===== src/rtl/gba_rom_loader_pkg.sv =====
// Shared types and GBA cartridge header constants for the ROM loader.
package gba_loader_pkg;

    typedef enum logic [1:0] {
        ST_IDLE  = 2'd0,
        ST_LOAD  = 2'd1,
        ST_FLUSH = 2'd2,
        ST_DONE  = 2'd3
    } loader_state_t;

    localparam int unsigned HDR_CHK_START = 32'hA0;
    localparam int unsigned HDR_CHK_END   = 32'hBC;
    localparam int unsigned HDR_CHK       = 32'hBD;
    localparam int unsigned HDR_CODE      = 32'hAC;
    localparam int unsigned HDR_FIXED     = 32'hB2;
    localparam logic [7:0]  HDR_FIXED_VAL = 8'h96;
    localparam logic [7:0]  HDR_CHK_BIAS  = 8'h19;

    // Complement byte the cartridge must carry at HDR_CHK for a given header sum.
    function automatic logic [7:0] hdr_chk_expect(input logic [7:0] sum);
        return 8'h00 - sum - HDR_CHK_BIAS;
    endfunction

endpackage


===== src/rtl/gba_rom_loader_if.sv =====
// HPS ioctl byte stream plus SDRAM write-request bus seen by the ROM loader.
interface gba_rom_loader_if #(
    parameter int ADDR_W = 25
);
    // ioctl_wr is a one-cycle byte strobe, paused by the host while ioctl_wait=1.
    // mem_we_req is a level held with mem_addr/mem_din stable until a one-cycle
    // mem_ack; an ack while mem_we_req=0 carries no meaning.
    logic              ioctl_download;
    logic              ioctl_wr;
    logic [7:0]        ioctl_dout;
    logic              ioctl_wait;
    logic [ADDR_W-2:0] mem_addr;
    logic [15:0]       mem_din;
    logic              mem_we_req;
    logic              mem_ack;

    modport master (
        input  ioctl_download, ioctl_wr, ioctl_dout, mem_ack,
        output ioctl_wait, mem_addr, mem_din, mem_we_req
    );

    modport slave (
        output ioctl_download, ioctl_wr, ioctl_dout, mem_ack,
        input  ioctl_wait, mem_addr, mem_din, mem_we_req
    );
endinterface


===== src/rtl/gba_rom_loader_header_check.sv =====
// Watches the download byte stream and extracts the GBA game code and header validity.
module gba_header_check
    import gba_loader_pkg::*;
#(
    parameter int ADDR_W = 25
) (
    input  logic              clk,
    input  logic              rst,
    input  logic [7:0]        data_i,
    input  logic [ADDR_W-1:0] offset_i,
    input  logic              strobe_i,
    input  logic              clear_i,
    output logic [31:0]       game_code,
    output logic              hdr_ok_raw
);
    logic [7:0]  sum_q;
    logic [31:0] code_q;
    logic        fixed_ok_q;
    logic        chk_ok_q;
    logic        in_sum;
    logic        in_code;

    assign in_sum  = (offset_i >= ADDR_W'(HDR_CHK_START)) && (offset_i <= ADDR_W'(HDR_CHK_END));
    assign in_code = offset_i[ADDR_W-1:2] == (ADDR_W-2)'(HDR_CODE >> 2);

    // The complement byte follows the summed range, so sum_q is complete when it arrives.
    always_ff @(posedge clk or posedge rst) begin
        if (rst) begin
            sum_q      <= '0;
            code_q     <= '0;
            fixed_ok_q <= 1'b0;
            chk_ok_q   <= 1'b0;
        end else if (clear_i) begin
            sum_q      <= '0;
            code_q     <= '0;
            fixed_ok_q <= 1'b0;
            chk_ok_q   <= 1'b0;
        end else if (strobe_i) begin
            if (in_sum) begin
                sum_q <= sum_q + data_i;
            end
            if (in_code) begin
                code_q[{offset_i[1:0], 3'b000} +: 8] <= data_i;
            end
            if (offset_i == ADDR_W'(HDR_FIXED)) begin
                fixed_ok_q <= (data_i == HDR_FIXED_VAL);
            end
            if (offset_i == ADDR_W'(HDR_CHK)) begin
                chk_ok_q <= (data_i == hdr_chk_expect(sum_q));
            end
        end
    end

    assign game_code  = code_q;
    assign hdr_ok_raw = fixed_ok_q && chk_ok_q;
endmodule


===== src/rtl/gba_rom_loader.sv =====
// Packs the HPS download byte stream into 16-bit little-endian SDRAM writes and
// reports ROM size, address mask and header status at the end of the load.
module gba_rom_loader
    import gba_loader_pkg::*;
#(
    parameter int ADDR_W = 25
) (
    input  logic              clk_sys,
    input  logic              reset,
    gba_rom_loader_if.master  bus,
    output logic              busy,
    output logic              done,
    output logic [ADDR_W:0]   rom_bytes,
    output logic [ADDR_W-1:0] rom_mask,
    output logic [31:0]       game_code,
    output logic              hdr_ok,
    output logic              overrun,
    output loader_state_t     state_o
);
    loader_state_t     state_q, state_d;
    logic [ADDR_W-1:0] cnt_q, cnt_d;
    logic              wrap_q, wrap_d;
    logic [7:0]        lo_q, lo_d;
    logic              lo_vld_q, lo_vld_d;
    logic              pend_q, pend_d;
    logic [ADDR_W-2:0] addr_q, addr_d;
    logic [15:0]       din_q, din_d;
    logic              overrun_q, overrun_d;
    logic [ADDR_W:0]   rom_bytes_q, rom_bytes_d;
    logic [ADDR_W-1:0] rom_mask_q, rom_mask_d;
    logic              hdr_ok_q, hdr_ok_d;

    logic              slot_free;
    logic              hdr_strobe;
    logic              hdr_clear;
    logic              hdr_ok_raw;
    logic [ADDR_W:0]   bytes_sel;
    logic [ADDR_W-1:0] bytes_m1;
    logic [ADDR_W-1:0] mask_sel;

    // Once the counter has wrapped the length is pinned at 2^ADDR_W.
    always_comb begin
        bytes_sel = wrap_q ? {1'b1, {ADDR_W{1'b0}}} : {1'b0, cnt_q};
        bytes_m1  = wrap_q ? {ADDR_W{1'b1}} : (cnt_q - 1'b1);
        mask_sel  = '0;
        if (wrap_q || (cnt_q != '0)) begin
            for (int i = 0; i < ADDR_W; i++) begin
                mask_sel[i] = |(bytes_m1 >> i);
            end
        end
    end

    always_comb begin
        state_d     = state_q;
        cnt_d       = cnt_q;
        wrap_d      = wrap_q;
        lo_d        = lo_q;
        lo_vld_d    = lo_vld_q;
        pend_d      = pend_q;
        addr_d      = addr_q;
        din_d       = din_q;
        overrun_d   = overrun_q;
        rom_bytes_d = rom_bytes_q;
        rom_mask_d  = rom_mask_q;
        hdr_ok_d    = hdr_ok_q;
        hdr_strobe  = 1'b0;
        hdr_clear   = 1'b0;

        // An ack in this cycle frees the slot so a new word can follow with no gap.
        slot_free = !pend_q || bus.mem_ack;
        if (pend_q && bus.mem_ack) begin
            pend_d = 1'b0;
        end

        unique case (state_q)
            ST_IDLE: begin
                if (bus.ioctl_download) begin
                    state_d     = ST_LOAD;
                    cnt_d       = '0;
                    wrap_d      = 1'b0;
                    lo_vld_d    = 1'b0;
                    overrun_d   = 1'b0;
                    rom_bytes_d = '0;
                    rom_mask_d  = '0;
                    hdr_ok_d    = 1'b0;
                    hdr_clear   = 1'b1;
                end
            end
            ST_LOAD: begin
                if (bus.ioctl_wr) begin
                    hdr_strobe = !wrap_q;
                    cnt_d      = cnt_q + 1'b1;
                    if (&cnt_q) begin
                        wrap_d = 1'b1;
                    end
                    if (!cnt_q[0]) begin
                        lo_d     = bus.ioctl_dout;
                        lo_vld_d = 1'b1;
                    end else begin
                        lo_vld_d = 1'b0;
                        if (slot_free) begin
                            pend_d = 1'b1;
                            addr_d = cnt_q[ADDR_W-1:1];
                            din_d  = {bus.ioctl_dout, lo_q};
                        end else begin
                            overrun_d = 1'b1;
                        end
                    end
                end
                if (!bus.ioctl_download) begin
                    state_d = ST_FLUSH;
                end
            end
            ST_FLUSH: begin
                if (lo_vld_q) begin
                    if (slot_free) begin
                        pend_d   = 1'b1;
                        addr_d   = cnt_q[ADDR_W-1:1];
                        din_d    = {8'hFF, lo_q};
                        lo_vld_d = 1'b0;
                    end
                end else if (!pend_q) begin
                    state_d     = ST_DONE;
                    rom_bytes_d = bytes_sel;
                    rom_mask_d  = mask_sel;
                    hdr_ok_d    = hdr_ok_raw;
                end
            end
            ST_DONE: begin
                state_d = ST_IDLE;
            end
            default: begin
                state_d = ST_IDLE;
            end
        endcase
    end

    always_ff @(posedge clk_sys or posedge reset) begin
        if (reset) begin
            state_q     <= ST_IDLE;
            cnt_q       <= '0;
            wrap_q      <= 1'b0;
            lo_q        <= '0;
            lo_vld_q    <= 1'b0;
            pend_q      <= 1'b0;
            addr_q      <= '0;
            din_q       <= '0;
            overrun_q   <= 1'b0;
            rom_bytes_q <= '0;
            rom_mask_q  <= '0;
            hdr_ok_q    <= 1'b0;
        end else begin
            state_q     <= state_d;
            cnt_q       <= cnt_d;
            wrap_q      <= wrap_d;
            lo_q        <= lo_d;
            lo_vld_q    <= lo_vld_d;
            pend_q      <= pend_d;
            addr_q      <= addr_d;
            din_q       <= din_d;
            overrun_q   <= overrun_d;
            rom_bytes_q <= rom_bytes_d;
            rom_mask_q  <= rom_mask_d;
            hdr_ok_q    <= hdr_ok_d;
        end
    end

    gba_header_check #(.ADDR_W(ADDR_W)) u_hdr (
        .clk        (clk_sys),
        .rst        (reset),
        .data_i     (bus.ioctl_dout),
        .offset_i   (cnt_q),
        .strobe_i   (hdr_strobe),
        .clear_i    (hdr_clear),
        .game_code  (game_code),
        .hdr_ok_raw (hdr_ok_raw)
    );

    assign bus.ioctl_wait = pend_q;
    assign bus.mem_we_req = pend_q;
    assign bus.mem_addr   = addr_q;
    assign bus.mem_din    = din_q;
    assign busy           = (state_q != ST_IDLE);
    assign done           = (state_q == ST_DONE);
    assign rom_bytes      = rom_bytes_q;
    assign rom_mask       = rom_mask_q;
    assign hdr_ok         = hdr_ok_q;
    assign overrun        = overrun_q;
    assign state_o        = state_q;
endmodule

===== src/flat_wrapper.sv =====
// flat-port wrapper written by rule: the top's interface ports become plain ports
module gba_rom_loader_flat import gba_loader_pkg::*;
#(
    parameter int ADDR_W = 25
)
  (clk_sys, reset, busy, done, rom_bytes, rom_mask, game_code, hdr_ok, overrun, state_o, bus_ioctl_download, bus_ioctl_wr, bus_ioctl_dout, bus_mem_ack, bus_ioctl_wait, bus_mem_addr, bus_mem_din, bus_mem_we_req);
  gba_rom_loader_if #(.ADDR_W(ADDR_W)) bus_i ();
  input  logic clk_sys;
  input  logic reset;
  output logic busy;
  output logic done;
  output logic [ADDR_W:0] rom_bytes;
  output logic [ADDR_W-1:0] rom_mask;
  output logic [31:0] game_code;
  output logic hdr_ok;
  output logic overrun;
  output loader_state_t state_o;
  input wire logic [$bits(bus_i.ioctl_download)-1:0] bus_ioctl_download;
  input wire logic [$bits(bus_i.ioctl_wr)-1:0] bus_ioctl_wr;
  input wire logic [$bits(bus_i.ioctl_dout)-1:0] bus_ioctl_dout;
  input wire logic [$bits(bus_i.mem_ack)-1:0] bus_mem_ack;
  output wire logic [$bits(bus_i.ioctl_wait)-1:0] bus_ioctl_wait;
  output wire logic [$bits(bus_i.mem_addr)-1:0] bus_mem_addr;
  output wire logic [$bits(bus_i.mem_din)-1:0] bus_mem_din;
  output wire logic [$bits(bus_i.mem_we_req)-1:0] bus_mem_we_req;
  assign bus_i.ioctl_download = bus_ioctl_download;
  assign bus_i.ioctl_wr = bus_ioctl_wr;
  assign bus_i.ioctl_dout = bus_ioctl_dout;
  assign bus_i.mem_ack = bus_mem_ack;
  assign bus_ioctl_wait = bus_i.ioctl_wait;
  assign bus_mem_addr = bus_i.mem_addr;
  assign bus_mem_din = bus_i.mem_din;
  assign bus_mem_we_req = bus_i.mem_we_req;
  gba_rom_loader #(.ADDR_W(ADDR_W)) u_core (.clk_sys(clk_sys), .reset(reset), .bus(bus_i), .busy(busy), .done(done), .rom_bytes(rom_bytes), .rom_mask(rom_mask), .game_code(game_code), .hdr_ok(hdr_ok), .overrun(overrun), .state_o(state_o));
endmodule

===== config.mk =====
export PLATFORM = sky130hd
export DESIGN_NAME = gba_rom_loader_flat
export DESIGN_NICKNAME = d
export VERILOG_FILES = /design/src/rtl/gba_rom_loader_pkg.sv /design/src/rtl/gba_rom_loader_if.sv /design/src/rtl/gba_rom_loader_header_check.sv /design/src/rtl/gba_rom_loader.sv /design/src/flat_wrapper.sv
export SDC_FILE = /design/constraint.sdc
export NUM_CORES = 1
export LEC_CHECK = 0
export CORE_MARGIN = 2
export CORE_UTILIZATION = 48
export DETAILED_ROUTE_END_ITERATION = 16
export PLACE_DENSITY_LB_ADDON = 0.05
export SLEW_MARGIN = 10
export SYNTH_ARGS = -nofsm -noshare
export SYNTH_HDL_FRONTEND = slang
export SYNTH_SLANG_ARGS = --single-unit

===== constraint.sdc =====
create_clock -name clk_sys -period 8.45 [get_ports clk_sys]
set_input_delay 2.1125 -clock clk_sys [delete_from_list [all_inputs] [get_ports clk_sys]]
set_output_delay 2.1125 -clock clk_sys [all_outputs]
set_load 0.02 [all_outputs]

Yosys cells after proc, flatten, opt, wreduce, memory -nomap -nowiden
Index checks and enable logic that the tools add are counted.
Widths: inputs -> output; s select.
{ "word_totals": {"register_bits": 173, "input_bits": 13, "output_inout_bits": 131, "wordCells": 171} }
{ "classes": {"add_sub_neg": 6, "n_lt_le_gt_ge": 2, "eq_ne": 19, "n_shift": 2, "n_mux": 68, "bitwise_logic": 1, "n_reduce_logical": 57} }
{ "op_table": {"columns": ["cell", "n"], "rows": [
  ["$mux 25", 6],
  ["$mux 26", 4],
  ["$pmux 25 s2", 2],
  ["$mux 24", 4],
  ["$mux 32", 3],
  ["$mux 16", 5],
  ["$pmux 26 s2", 1],
  ["$eq 25x8->1 const B", 2],
  ["$pmux 24 s2", 1],
  ["$bwmux 32", 1],
  ["$pmux 16 s2", 1],
  ["$shift 8x7->32 const A", 1],
  ["$shiftx 8x7->32", 1],
  ["$mux 1", 27],
  ["$add 25x1->25 const B", 1],
  ["$ge 25x8->1 const B", 1],
  ["$le 25x8->1 const B", 1],
  ["$reduce_and 25->1", 1],
  ["$reduce_bool 25->1", 1],
  ["$reduce_or 25->1", 1],
  ["$sub 25x1->25 const B", 1],
  ["$mux 8", 3],
  ["$reduce_or 24->1", 1],
  ["$eq 23x6->1 const B", 1],
  ["other kinds (48)", 84]
]} }

Logic depth before layout (Yosys ltp)
{ "logic_depth": {"depth_word": 7, "mapped_depth": 11, "depth_no_buf": 10} }

Cells and area by module
From an unflattened synthesis, not the netlist that was laid out.
{ "hier_totals": {"cells_unflattened": 924, "hier_area_um2": 9130.0} }
{ "by_module_without_submodules": {"columns": ["mod", "n_inst", "cells_each", "area_each_um2", "seq_area_each_um2"], "rows": [
  ["gba_rom_loader", 1, 681, 6588.8, 3278.1],
  ["gba_header_check", 1, 243, 2541.2, 1051.0]
]} }

Least setup slack after synthesis
Ideal clock, no wire load.
{ "synth_timing": {"path_type": "input-to-reg", "start": "input port bus_ioctl_download", "end": "register u_core.cnt_q[20]", "setup_time_ns": 0.132, "arrival_time_ns": 3.822, "required_ns": 8.318, "setup_slack_ns": 4.496, "path_stages": 9, "n_path_buf": 2, "path_cell_list": "nor2b_1 -> clkbuf_1 -> a21o_1 -> or3b_2 -> clkbuf_1 -> nor3_1 -> nand3_1 -> xnor2_1 -> nor2_1"} }
{ "synth_between": {"elab_chain_len": 2} }
{ "synth_lines": {"columns": ["element", "line_no", "source"], "rows": [
  ["from (decl)", "flat_wrapper.sv:18", "input wire logic [$bits(bus_i.ioctl_download)-1:0] bus_ioctl_download;"],
  ["$ne 2x2->1 (no source line)", null, null],
  ["$reduce_and 3->1 (no source line)", null, null],
  ["to (signal assigned)", "gba_rom_loader.sv:154", "cnt_q <= cnt_d;"],
  ["to (decl)", "gba_rom_loader.sv:21", "logic [ADDR_W-1:0] cnt_q, cnt_d;"]
]} }
Every way passes these cells.
A chain may end at the register's enable or synchronous reset.

Worst setup path after layout
{ "layout_timing": {"start": "input port bus_ioctl_dout[0]", "end": "register u_core.u_hdr.sum_q[6]"} }
{ "layout_between": {"elab_chain_len": 4} }
{ "layout_lines": {"columns": ["element", "line_no", "source"], "rows": [
  ["from (decl)", "flat_wrapper.sv:20", "input wire logic [$bits(bus_i.ioctl_dout)-1:0] bus_ioctl_dout;"],
  ["$add 8x8->8", "gba_rom_loader_header_check.sv:40", "sum_q <= sum_q + data_i;"],
  ["$mux 8", "gba_rom_loader_header_check.sv:39", "if (in_sum) begin"],
  ["$mux 8", "gba_rom_loader_header_check.sv:38", "end else if (strobe_i) begin"],
  ["$mux 8", "gba_rom_loader_header_check.sv:33", "end else if (clear_i) begin"],
  ["to (signal assigned)", "gba_rom_loader_header_check.sv:40", null],
  ["to (decl)", "gba_rom_loader_header_check.sv:16", "logic [7:0] sum_q;"]
]} }
Every way passes these cells. The select of a mux whose other input is x is not followed.

==> results.tsv <==
stage	metric	value	unit
synthesis	synth_flop_cell	dfrtp_1	
floorplanning	core-area	17200	µm²
sta	period_needed	4.49	ns
global_route	antenna_found_initial	0	
synthesis	async_flop_share	100	%
route	vias_per_cell	5.74	
floorplanning	initial_core_util	49.0	%
synthesis	synth_most_common_cell	dfrtp_1	
synthesis	yosys-top-cells-count	dfrtp_1 (173), nand2_1 (125), nor2_1 (76)	
finish	nets	997	
route	vias	6904	
synthesis	synth_edf_count	0	
route	antenna_left	0	
finish	final_core_util	61.3	%
sta	rsz0062_at_grt	no	
clocking	cts_sinks	173	
floorplanning	dieArea	18700	µm²
worst_hold_path	hp-class	reg2reg	
worst_setup_path	start_kind	input pin	
synthesis	netlist_area	8440	µm²
clocking	htree_num_levels	4	
power	powerDensity	300	nW/µm²
finish	drive_gt1_share	9.42	%
floorplanning	pin_count	144	
clocking	cts_setup_buffers	0	
power	ir_worst_vdd	185	µV
placement	hpwl	15700	µm
synthesis	yosys.area_share.simple	18.7	%
sta	slew_viol_final	0	
power	power_switching	1.25	mW
synthesis	yosys_warnings	0	
synthesis	yosys-top-cells-area	dfrtp_1 (51%), nand2_1 (5.6%), mux2_2 (4.8%), o21ai_0 (3.9%), a22o_1 (3.7%)	
worst_setup_path	r2r_setup_slack	4.82	ns
finish	seq_area	4330	µm²
synthesis	synthXorXnorAreaFrac	3.94	%
clocking	hold_buffers	0	
run_status	outcome	finished clean	
flow_run	maxCapViolCount	0	
route	first_iter_violations	415	
global_route	grt_max_degree	104	
route	dr.pass1.iters	5	
sta	finalSetupViolCount	0	
clocking	path_clk_slew	0.06	ns
power	leakagePower	4.78	nW
synthesis	synthAdderAreaFrac	3.05	%
synthesis	synth_cell_types	66	
worst_setup_path	cp_data_arrival_time	4.84	ns
placement	place.gp.congestion	0.879	
global_route	gr-usage-all-layers	25.1	%
synthesis	post-synth-top-area-cell	dfrtp_1	
finish	num_antenna_cells	0	
power	p_clk_share	25.2	%
synthesis	synth-compound-area-share	13.8	%
power	switching_share	39.4	%
power	internal_power	1.92	mW
synthesis	synth_top_family_by_area	simple AND/OR/NAND/NOR gates	
power	total_power	3.17	mW
sta	hold_viol	0	
clocking	cts_tree	done	
synthesis	synthesis.nets	889	
power	p_comb_share	41.4	%
global_route	first_global_vias	6919	
sta	skew	0.0104	ns
placement	io_buffers	143	
synthesis	avgSynthCellArea	9.86	µm²
floorplanning	die_h	137	µm
worst_setup_path	cp.required	8.80	ns
placement	dp_slack	3.62	ns
synthesis	ys_seq_elements	173	
synthesis	synth.top_cell.area_share	51.3	%
worst_setup_path	critPathKind	in2reg	
sta	tns	0	ns
global_route	overflow	0	
worst_setup_path	endpoint_kind	register	
sta	clock.fmax	223	MHz
synthesis	ys_seq_area_share	51.3	%
finish	multi_input_area	3820	µm²
finish	area_delta_synth_final	25.2	%
power	seq_power_share	33.4	%
floorplanning	die_w	137	µm
route	wirelength	22200	µm
sta	fin_ws	3.96	ns
clocking	clockRootBuffer	clkbuf_16	
worst_setup_path	cp_max_fo	8	
synthesis	synth.area.mux_share	5.51	%
floorplanning	num_rows	48	
clocking	clock_path_buffers	2	
global_route	grt_pass1_wl	36600	µm
clocking	numCtsBuffers	17	
route	drc	0	
sta	tightest_slew	1.19	ns
route	wl_per_cell	18.5	µm
clocking	cts.repair.resized	0	
clocking	clk_latency	0.43	ns
sta	slew-limit-headroom	20.6	%
synthesis	synthCells	856	
finish	nFillCells	1406	
sta	finalCritPeriodShare	53.2	%
[worst paths after layout]
| kind | from | endpoint | cells after the start |
|---|---|---|---|
| max | bus_ioctl_dout[0] | u_core.u_hdr.sum_q[6] | 11 |
| min | u_core.rom_mask[10] | u_core.rom_mask[10] | 2 |
| max reg2reg | u_core.cnt_q[0] | u_core.rom_mask[0] | 9 |
| min reg2reg | u_core.rom_mask[10] | u_core.rom_mask[10] | 2 |
| max in group asynchronous | reset | u_core.rom_bytes[24] | 3 |
| min in group asynchronous | reset | u_core.bus.mem_din[4] | 2 |
[metrics by stage]
stage	hold slack (ns)	instances	instance area, µm²
floorplan	0.446	856	8440
global placement	0.463	1170	9980
detailed placement	0.464	1170	9980
CTS	0.478	1202	10600
global route	0.492	1202	10600
finish	0.474	1202	10600
[placed cells by master, fill, tap and decap left out, drive strengths merged, types with 18 or more instances in the layout]
cell type / synthesis / final
a21oi: 27 / 27
a22o: 36 / 36
clkbuf: 51 / 18
clkdlybuf4s50: 0 / 143
dfrtp: 173 / 173
ha: 19 / 19
inv: 19 / 26
mux2: 36 / 36
nand2: 125 / 125
nand3: 22 / 22
nor2: 76 / 76
nor3: 22 / 22
o21ai: 69 / 69
xor2: 24 / 24
[cells by family after synthesis]
family	Yosys count
AOI/OAI and AO/OA	178
xor gates and xnor gates	38
adders and majority gates	20
buffers and inverters	78
DFF	173
muxes	42
and+or+nand+nor	327
[layer usage]
metal | part of all wire (%) | global-route usage (%) | vias up
met2 | 51 | 43.6 | 190
li1 | - | - | 3221
met3 | 4.3 | 3.89 | 34
met4 | 1.7 | 8.16 | 0
met1 | 43 | 32.0 | 3459
met5 | 0 | 0 | -
[power by group through the flow]
stage | clock network, mW | registers [mW] | logic (mW)
after global placement | 0 | 1.07 | 1.29
final | 0.798 | 1.06 | 1.31
after floorplan | 0 | 1.16 | 0.763
after CTS | 0.812 | 1.06 | 1.32
after global routing | 0.844 | 1.08 | 1.43
after detailed placement | 0 | 1.08 | 1.31
[worst max-delay path, cell delays in order]
cell,delay [ns]
clkdlybuf4s50_1,0.72
ha_1,0.24
inv_1,0.06
fa_1,0.38
nor2b_1,0.19
o21ai_0,0.12
a21boi_0,0.29
o21a_1,0.18
nor3_1,0.04
or3b_1,0.37
a21oi_2,0.14
[flip-flops by register name (all words and copies together), names as in the netlist]
name                     cells
u_core.bus.mem_addr         24
u_core.u_hdr.game_code      32
u_core.rom_mask             25
u_core.cnt_q                25
u_core.hdr_ok                1
u_core.state_o               2
u_core.u_hdr.fixed_ok_q      1
u_core.u_hdr.sum_q           8
u_core.rom_bytes            26
u_core.u_hdr.chk_ok_q        1
u_core.lo_q                  8
u_core.bus.mem_din          16
u_core.overrun               1
u_core.bus.ioctl_wait        1
u_core.lo_vld_q              1
u_core.wrap_q                1
[area by class of cell]
type / count / area share, %
repair buffers: 148 / 13.9
well taps: 225 / 2.66
inverters: 19 / 0.722
clock buffers: 18 / 4.15
clock inverters: 14 / 1.48
multi-input cells: 605 / 36.1
flip-flops and latches: 173 / 40.9
No activity file was read; power rests on OpenSTA's default activity.
